`src/rtl/alu_csr_regfile.sv`:
```
// CSR register file for the APB ALU: operand/CTRL registers, FIFO_IN push, RESULT pop.
// Optional interrupt logic is built when CSR_IRQ_EN is defined.
module alu_csr_regfile #(
  parameter int APB_BUS_SIZE   = 32,
  parameter int ADDR_WIDTH     = 4,
  parameter int DATA_SIZE      = 16,
  parameter int NUM_OPERANDS   = 2,
  parameter int ID_SIZE        = 8,
  parameter int OPERATION_SIZE = 2,
  parameter int FIFO_OUT_WIDTH = 25,
  parameter int CNT_WIDTH      = 8
) (
  input  logic                      clk,
  input  logic                      rst_n,
  input  logic                      wr_en,
  input  logic [ADDR_WIDTH-1:0]     wr_addr,
  input  logic [APB_BUS_SIZE-1:0]   wdata,
  input  logic                      rd_en,
  input  logic [ADDR_WIDTH-1:0]     rd_addr,
  output logic [APB_BUS_SIZE-1:0]   rdata,
  output logic                      cmd_valid,
  input  logic                      cmd_ready,
  output logic [NUM_OPERANDS*DATA_SIZE+ID_SIZE+OPERATION_SIZE-1:0] csr_data,
  input  logic                      fifo_in_full,
  input  logic                      fifo_out_empty,
  output logic                      fifo_out_rd,
  input  logic [FIFO_OUT_WIDTH-1:0] fifo_out_data,
  output logic                      irq
);

  localparam logic [ADDR_WIDTH-1:0] A_CTRL   = ADDR_WIDTH'(0);
  localparam logic [ADDR_WIDTH-1:0] A_STATUS = ADDR_WIDTH'(1);
  localparam logic [ADDR_WIDTH-1:0] A_RESULT = ADDR_WIDTH'(2);
  localparam logic [ADDR_WIDTH-1:0] A_IRQ    = ADDR_WIDTH'(3);
  localparam int HDR = ID_SIZE + OPERATION_SIZE;

  typedef enum logic {IDLE, PUSH} state_t;

  state_t                      state_q;
  logic                        start_q;
  logic [OPERATION_SIZE-1:0]   op_q;
  logic [ID_SIZE-1:0]          id_q;
  logic                        auto_id_q;
  logic [CNT_WIDTH-1:0]        cmd_count_q;
  logic [CNT_WIDTH-1:0]        res_count_q;
  logic [DATA_SIZE-1:0]        data_q [NUM_OPERANDS];
  logic [FIFO_OUT_WIDTH-1:0]   result_q;
  logic                        result_valid_q;
  logic                        err_busy_q;
  logic [1:0]                  irq_mask;

  logic                        ctrl_wr;
  logic                        data_wr;
  logic                        busy_wr;
  logic                        err_clr;
  logic                        handshake;
  logic                        res_rd;
  logic [APB_BUS_SIZE-1:0]     ctrl_word;
  logic [APB_BUS_SIZE-1:0]     status_word;
  logic [APB_BUS_SIZE-1:0]     rd_mux;
  logic                        unused_wdata;

  assign unused_wdata = ^wdata;

  // Write/read strobes and busy-write detection
  always_comb begin
    ctrl_wr = wr_en && (wr_addr == A_CTRL);
    data_wr = 1'b0;
    for (int k = 0; k < NUM_OPERANDS; k++) begin
      if (wr_en && (wr_addr == ADDR_WIDTH'(4 + k))) data_wr = 1'b1;
    end
    busy_wr   = (state_q == PUSH) && (ctrl_wr || data_wr);
    err_clr   = wr_en && (wr_addr == A_STATUS) && wdata[4];
    handshake = cmd_valid && cmd_ready;
    res_rd    = rd_en && (rd_addr == A_RESULT);
  end

  // Packed command: operands high, then id, then opcode
  always_comb begin
    csr_data = '0;
    csr_data[OPERATION_SIZE-1:0] = op_q;
    csr_data[OPERATION_SIZE +: ID_SIZE] = id_q;
    for (int k = 0; k < NUM_OPERANDS; k++) begin
      csr_data[HDR + k*DATA_SIZE +: DATA_SIZE] = data_q[k];
    end
  end

  // Push FSM with CTRL fields and command counter
  always_ff @(posedge clk) begin
    if (!rst_n) begin
      state_q     <= IDLE;
      cmd_valid   <= 1'b0;
      start_q     <= 1'b0;
      op_q        <= '0;
      id_q        <= '0;
      auto_id_q   <= 1'b0;
      cmd_count_q <= '0;
    end else begin
      unique case (state_q)
        IDLE: begin
          if (ctrl_wr) begin
            op_q      <= wdata[1 +: OPERATION_SIZE];
            id_q      <= wdata[8 +: ID_SIZE];
            auto_id_q <= wdata[16];
            if (wdata[0]) begin
              start_q   <= 1'b1;
              cmd_valid <= 1'b1;
              state_q   <= PUSH;
            end
          end
        end
        PUSH: begin
          if (handshake) begin
            start_q     <= 1'b0;
            cmd_valid   <= 1'b0;
            cmd_count_q <= cmd_count_q + CNT_WIDTH'(1);
            if (auto_id_q) id_q <= id_q + ID_SIZE'(1);
            state_q     <= IDLE;
          end
        end
      endcase
    end
  end

  // Operand registers, frozen while a command is outstanding
  always_ff @(posedge clk) begin
    if (!rst_n) begin
      for (int k = 0; k < NUM_OPERANDS; k++) data_q[k] <= '0;
    end else if (state_q == IDLE) begin
      for (int k = 0; k < NUM_OPERANDS; k++) begin
        if (wr_en && (wr_addr == ADDR_WIDTH'(4 + k)))
          data_q[k] <= wdata[DATA_SIZE-1:0];
      end
    end
  end

  // Result path: one-cycle pop, capture next edge, clear on read
  always_ff @(posedge clk) begin
    if (!rst_n) begin
      fifo_out_rd    <= 1'b0;
      result_q       <= '0;
      result_valid_q <= 1'b0;
      res_count_q    <= '0;
    end else begin
      fifo_out_rd <= !result_valid_q && !fifo_out_empty && !fifo_out_rd;
      if (fifo_out_rd) begin
        result_q       <= fifo_out_data;
        result_valid_q <= 1'b1;
        res_count_q    <= res_count_q + CNT_WIDTH'(1);
      end else if (res_rd) begin
        result_valid_q <= 1'b0;
      end
    end
  end

  // Sticky busy-write error; a new set beats a clear
  always_ff @(posedge clk) begin
    if (!rst_n)        err_busy_q <= 1'b0;
    else if (busy_wr)  err_busy_q <= 1'b1;
    else if (err_clr)  err_busy_q <= 1'b0;
  end

`ifdef CSR_IRQ_EN
  // Interrupt mask and registered interrupt output
  always_ff @(posedge clk) begin
    if (!rst_n) begin
      irq_mask <= 2'b00;
      irq      <= 1'b0;
    end else begin
      if (wr_en && (wr_addr == A_IRQ)) irq_mask <= wdata[1:0];
      irq <= (result_valid_q & irq_mask[0]) | (err_busy_q & irq_mask[1]);
    end
  end
`else
  assign irq_mask = 2'b00;
  assign irq      = 1'b0;
`endif

  // Register read multiplexer
  always_comb begin
    ctrl_word = '0;
    ctrl_word[0] = start_q;
    ctrl_word[1 +: OPERATION_SIZE] = op_q;
    ctrl_word[8 +: ID_SIZE] = id_q;
    ctrl_word[16] = auto_id_q;
    status_word = '0;
    status_word[0] = fifo_out_empty;
    status_word[1] = fifo_in_full;
    status_word[2] = (state_q == PUSH);
    status_word[3] = result_valid_q;
    status_word[4] = err_busy_q;
    status_word[8 +: CNT_WIDTH] = cmd_count_q;
    status_word[16 +: CNT_WIDTH] = res_count_q;
    rd_mux = '0;
    case (rd_addr)
      A_CTRL:   rd_mux = ctrl_word;
      A_STATUS: rd_mux = status_word;
      A_RESULT: rd_mux = APB_BUS_SIZE'(result_q);
      A_IRQ:    rd_mux = APB_BUS_SIZE'(irq_mask);
      default:  rd_mux = '0;
    endcase
    for (int k = 0; k < NUM_OPERANDS; k++) begin
      if (rd_addr == ADDR_WIDTH'(4 + k)) rd_mux = APB_BUS_SIZE'(data_q[k]);
    end
  end

  // Registered read data, held until the next read
  always_ff @(posedge clk) begin
    if (!rst_n)     rdata <= '0;
    else if (rd_en) rdata <= rd_mux;
  end

endmodule

```
`config.mk`:
```
export PLATFORM = sky130hd
export DESIGN_NAME = alu_csr_regfile
export DESIGN_NICKNAME = d
export VERILOG_FILES = /design/src/rtl/alu_csr_regfile.sv
export SDC_FILE = /design/constraint.sdc
export NUM_CORES = 1
export LEC_CHECK = 0
export ABC_CLOCK_PERIOD_IN_PS = 5600
export BUFFER_PORTS_ARGS = -buffer_cell sky130_fd_sc_hd__buf_2
export CAP_MARGIN = 20
export CORE_MARGIN = 4
export CORE_UTILIZATION = 55
export DETAILED_ROUTE_END_ITERATION = 16
export PLACE_DENSITY = 0.84
export SLEW_MARGIN = 20
export SYNTH_ARGS = -nofsm -noshare
export SYNTH_HDL_FRONTEND = slang
export SYNTH_SLANG_ARGS = --single-unit
```
`constraint.sdc`:
```
create_clock -name clk -period 5.6 [get_ports clk]
set_input_delay 0.28 -clock clk [delete_from_list [all_inputs] [get_ports clk]]
set_output_delay 0.28 -clock clk [all_outputs]
set_load 0.01 [all_outputs]
```
; Yosys cells after proc, flatten, opt, wreduce, memory -nomap -nowiden
; Memory sizes are Yosys's and may differ from the RTL's.
; Cells that the tools add are included.
[totals]
regBits = 89
ramBits = 32
input_bits = 72
out_inout_bits = 77
elab_cells = 83
n_memories = 1
[memory_table]
columns = memory, words, width, read_ports, rd_clocked_by_memory_dff, wr, line
row1 = data_q, 2, 16, 2, 0, 2, 46  ; logic [DATA_SIZE-1:0] data_q [NUM_OPERANDS];
[op_classes]
addsub = 3
eq_ne = 11
n_mux = 31
bitwise = 3
n_reduce_logical = 22
[op_table]
columns = operator, n
row1 = case mux 25 bit (3 select lines), 1
row2 = two-way mux 32 bit, 2
row3 = two-way mux 16 bit, 2
row4 = "adder 8 x 1 -> 8 bit, second input constant", 3
row5 = two-way mux 8 bit, 3
row6 = two-way mux 1 bit, 20
row7 = "== test 4 x 3 -> 1 bit, second input constant", 4
row8 = case mux 8 bit (2 select lines), 1
row9 = logical AND 1 bit, 10
row10 = "== test 4 x 1 -> 1 bit, second input constant", 2
row11 = logical NOT 4 bit, 2
row12 = AND reduction 3 bit, 2
row13 = "== test 4 x 2 -> 1 bit, second input constant", 1
row14 = "!= test 2 x 1 -> 1 bit, second input constant", 2
row15 = "!= test 2 bit, second input constant", 2
row16 = case mux 1 bit (2 select lines), 2
row17 = AND reduction 2 bit, 2
row18 = nonzero test 2 bit, 2
row19 = logical NOT 1 bit, 3
row20 = OR 1 bit, 2
row21 = logical OR 1 bit, 1
row22 = inverter 1 bit, 1

; Longest topological paths before layout
[depth]
ltp_word = 7
mapped_depth = 6

; Least setup slack after synthesis
; No wires, ideal clock.
[synth_timing]
path_type = input to register
startpoint = input wr_addr[1]
endpoint = memory data_q[1][0] (netlist: data_q[0][16]), enable pin
setup_ps = 411
arrival_time_ps = 2183
path_slack_ps = 3006
path_stages = 4
path_cell_list = or3b_2 nor2_4 nand2_1 o21ai_0
[synth_lines]
columns = item, line
row1 = "start, declared", 16  ; input logic [ADDR_WIDTH-1:0] wr_addr,
row2 = "end, declared", 46

; Final worst setup path
[layout_timing]
startpoint = register state_q
endpoint = register id_q[0]
[layout_between]
elab_chain_cells = 3
word_cells_on_any_way = 6
cone_classes = eq/ne: 3 / mux: 1 / bitwise: 1 / reduce/logical: 1
[layout_lines]
columns = item, line
row1 = "start, declared", 39  ; state_t state_q;
row2 = "start signal, assigned", 91  ; state_q <= IDLE;
row3 = "start signal, assigned", 108  ; state_q <= PUSH;
row4 = "start signal, assigned", 118  ; state_q <= IDLE;
row5 = inverter 1 bit (no source line), --
row6 = != test 2 bit (no source line), --
row7 = AND reduction 3 bit (no source line), --
row8 = "end signal, assigned", 103  ; id_q <= wdata[8 +: ID_SIZE];
row9 = "end signal, assigned", 117  ; if (auto_id_q) id_q <= id_q + ID_SIZE'(1);
row10 = "end, declared", 42  ; logic [ID_SIZE-1:0] id_q;
; Several ways; a longest one is shown, not always the timed one.
; A chain may end at the register's enable or synchronous reset.

==> summary.txt <==
Critical path
  – Critical path launch point type: flop
  – Reg-to-Reg Start: state_q
  – WP data required: about 6000 ps
  – Worst path arrival time: 2710 ps
  – WP depth: 4
  – Worst reg2reg path depth: 4
  – Reg-to-reg endpoint: id_q[0]
  – WS Path Type: flop to flop
  – CP Capture Type: flop
  – Critical path's slowest cell: dfxtp_1
  – Worst reg-to-reg setup slack: 3280 ps
  – CP top delay family: compound AO/OA/AOI/OAI gates
  – Critical path's largest stage delay: a little over 700 ps
  – CP Cell Sequence: inv_1 > a32oi_2 > a21oi_1 > o221a_2
  – CP bufs+invs: 1
  – CP Max Fanout: 16

Finish
  – Antenna Cells: 0
  – Layout Cells excl Fill: about 720
  – Fill cells: approximately 620
  – Seq. cell area: ~2600 um2
  – Multi-input gate area: roughly 2300 um2
  – # nets final: between 600 and 700
  – Post-Route Utilization: 0.712
  – Share of cells above drive strength 1: 0.299
  – Synth-to-layout area growth: 24.4%

Hold path
  – Hold depth: 3
  – Hold Path Origin: fifo_out_data[2]
  – Hold Crit Class: primary input to flop
  – WHS Endpoint: result_q[2]

CTS
  – Post-CTS resize count: 0
  – Skew-Pair Late Insertion Delay: 510 ps
  – CTS tree: yes
  – CTS root buf: clkbuf_8
  – Post-CTS Setup Bufs: 0
  – TritonCTS buffer count: 17
  – CTS Hold Buffers Added: 1
  – Largest buffer count on any clock path: 2
  – Clock Sinks: 114
  – CTS clock-pin slew for the worst setup and hold paths: around 60 ps
  – H-tree depth: 4

Route
  – Routed via count: 4212
  – # DRC: 0
  – Avg WL per Cell: 19.5 um
  – Via density: about 5.9
  – Number of nets with antenna violations after routing: 0
  – Final wirelength: around 14000 um
  – Iteration-0 DRC Markers: between 300 and 400
  – Router iterations before antenna repair: 5

Job
  – Max_cap viols: 0

GRT
  – Vias in the first global route: around 4300
  – First-pass GRT wire length: 22300 um
  – Overall routing resource usage: 0.256
  – Met2 GRT Util: 0.409
  – Largest net degree at the start of global routing: 43
  – GR Util met3: 0.0919
  – Initial antenna violation count: 1
  – Gr busiest metal: met2
  – Gr ovfl total: 0
  – Met1 capacity usage during global routing: 0.314

Synth
  – Most used DFF post-synth: dfxtp_1
  – Syn avg cell area: ~11 um2
  – Async set-reset flop share out of synthesis: 0
  – Netlist Area Pre-Place: approximately 5000 um2
  – Synth Instances: 475
  – Post-synth EDFFs: 32
  – Post-synthesis sequential area ratio: 0.514
  – Yosys reg bits: ~110
  – Yosys warnings: 0
  – Number of library cell types mapped by synthesis: 57

Die
  – I/O pin cnt: approximately 150
  – Die area: approximately 11000 um2
  – Starting density of the core: 0.572
  – Total core area: 8850 um2
  – FP Rows: 34
  – Die X: 104 um
  – Die H: slightly above 100 um

Outcome
  – Status: completed

Power and ir drop
  – Peak supply drop: between 150 and 200 uV
  – LEAKAGE: 2.62 nW
  – PD cells: about 330 nW/um2

Timing
  – Setup TNS: 0 ps
  – Tcrit/Tclk final: 0.413
  – Max Fclk: between 400 and 500 MHz
  – Clock skew: 7.09 ps
  – RSZ-0062 raised after global routing: false
  – Relative slew slack: 0.310
  – Final setup fails: 0
  – Period minus WS final: ~2300 ps
  – Fin. Hold Viols: 0
  – Max-slew violations: 0
  – Slew @ Worst Pin: just over 1000 ps
  – WHS: about 35 ps

Place
  – DPL Wire Length: just over 9000 um
  – DP Cell Count: 683
  – IO Port Bufs: 125
  – Final GP Congestion: between 0.8 and 0.9
[how the worst max path moves through the flow]
stage                    start             to  slack, ps
floorplan           wr_addr[1]  data_q[0][16]       3010
global placement    wr_addr[1]  data_q[0][29]       3110
detailed placement  wr_addr[1]  data_q[0][29]       3020
CTS                    state_q        id_q[0]       3330
global route           state_q        id_q[0]       3050
finish                 state_q        id_q[0]       3280
[final cells by class]
cell class	instances	area share
repair buffers	133	0.110
flip-flops and latches	114	0.413
clock inverters	7	0.0107
multi-input cells	326	0.361
well taps	108	0.0214
inverters	4	0.00238
clock buffers	25	0.0818
[through the flow]
stage	power (mW)	worst slack, ps	instance area, um2
final	2.10	3280	6300
after CTS	2.11	3330	6290
after global routing	2.16	3050	6300
after detailed placement	1.07	3020	5700
after floorplan	1.01	3010	5090
after global placement	1.07	3110	5690
[power breakdown]
group	internal, mW	switching [mW]
registers	0.880	0.0271
logic	0.0685	0.0859
clock network	0.673	0.365
[cells in the mapped netlist (all sizes together), types with 3 or more instances]
cell type  number  area (um2)
o2bb2ai         3        26.3
ha              3        37.5
a22oi          10        75.1
dfxtp          82        1640
clkbuf         18        68.8
a221oi         16         153
xnor2           8        70.1
nor4b           3        47.5
a31oi           3        18.8
a21oi           9        45.0
nand2          56         210
nand3          10        50.1
xor2            3        26.3
nor2b          29         181
and3            4        26.3
nor3            3        15.0
edfxtp         32         961
o21a            4        30.0
o211a           3        30.0
and2           26         163
a21boi         11        82.6
inv             4        15.0
o21ai          20         100
nor2            5        26.3
mux2            7        78.8
buf            20         144
mux2i          36         360
or3             5        31.3
nand4           9        56.3
a222oi          4        40.0
a21o            8        60.1
[metal layers]
layer,vias to the layer above,wire length [um]
met5,-,8
met4,2,345
met3,30,1370
met2,223,6660
met1,1991,5560
li1,1966,-
[cells in the final DEF (no fill, tap or decap), types with 14 or more instances in the layout]
master	Yosys	final
nor2b_1	29	28
clkbuf_16	0	17
mux2i_1	36	36
dfxtp_1	82	81
edfxtp_1	32	32
buf_2	7	125
nand2_1	56	56
and2_1	26	26
o21ai_0	20	18
a221oi_1	14	14
[worst reg2reg max path, stage by stage, from the launching register on]
cell and delay, ps:
dfxtp_1 720, inv_1 400, a32oi_2 690, a21oi_1 100, o221a_2 300
[flip-flops by register name (all words and copies together) (netlist names)]
register        count
start_q             1
auto_id_q           1
fifo_out_rd         1
rdata              25
cmd_count_q         8
state_q             1
id_q                8
op_q                2
err_busy_q          1
result_q           25
data_q             32
res_count_q         8
result_valid_q      1
[cells by family after synthesis]
family / Yosys count / synth area share
adder cells (fa/ha/maj): 3 / 0.00741
XOR/XNOR: 11 / 0.0190
other: 1 / 0.000740
multiplexers: 43 / 0.0867
AND/OR/NAND/NOR: 160 / 0.177
AO/OA/AOI/OAI: 101 / 0.150
buffers and inverters: 42 / 0.0450
flip-flops: 114 / 0.514
No activity file was read; power rests on OpenSTA's default activity.
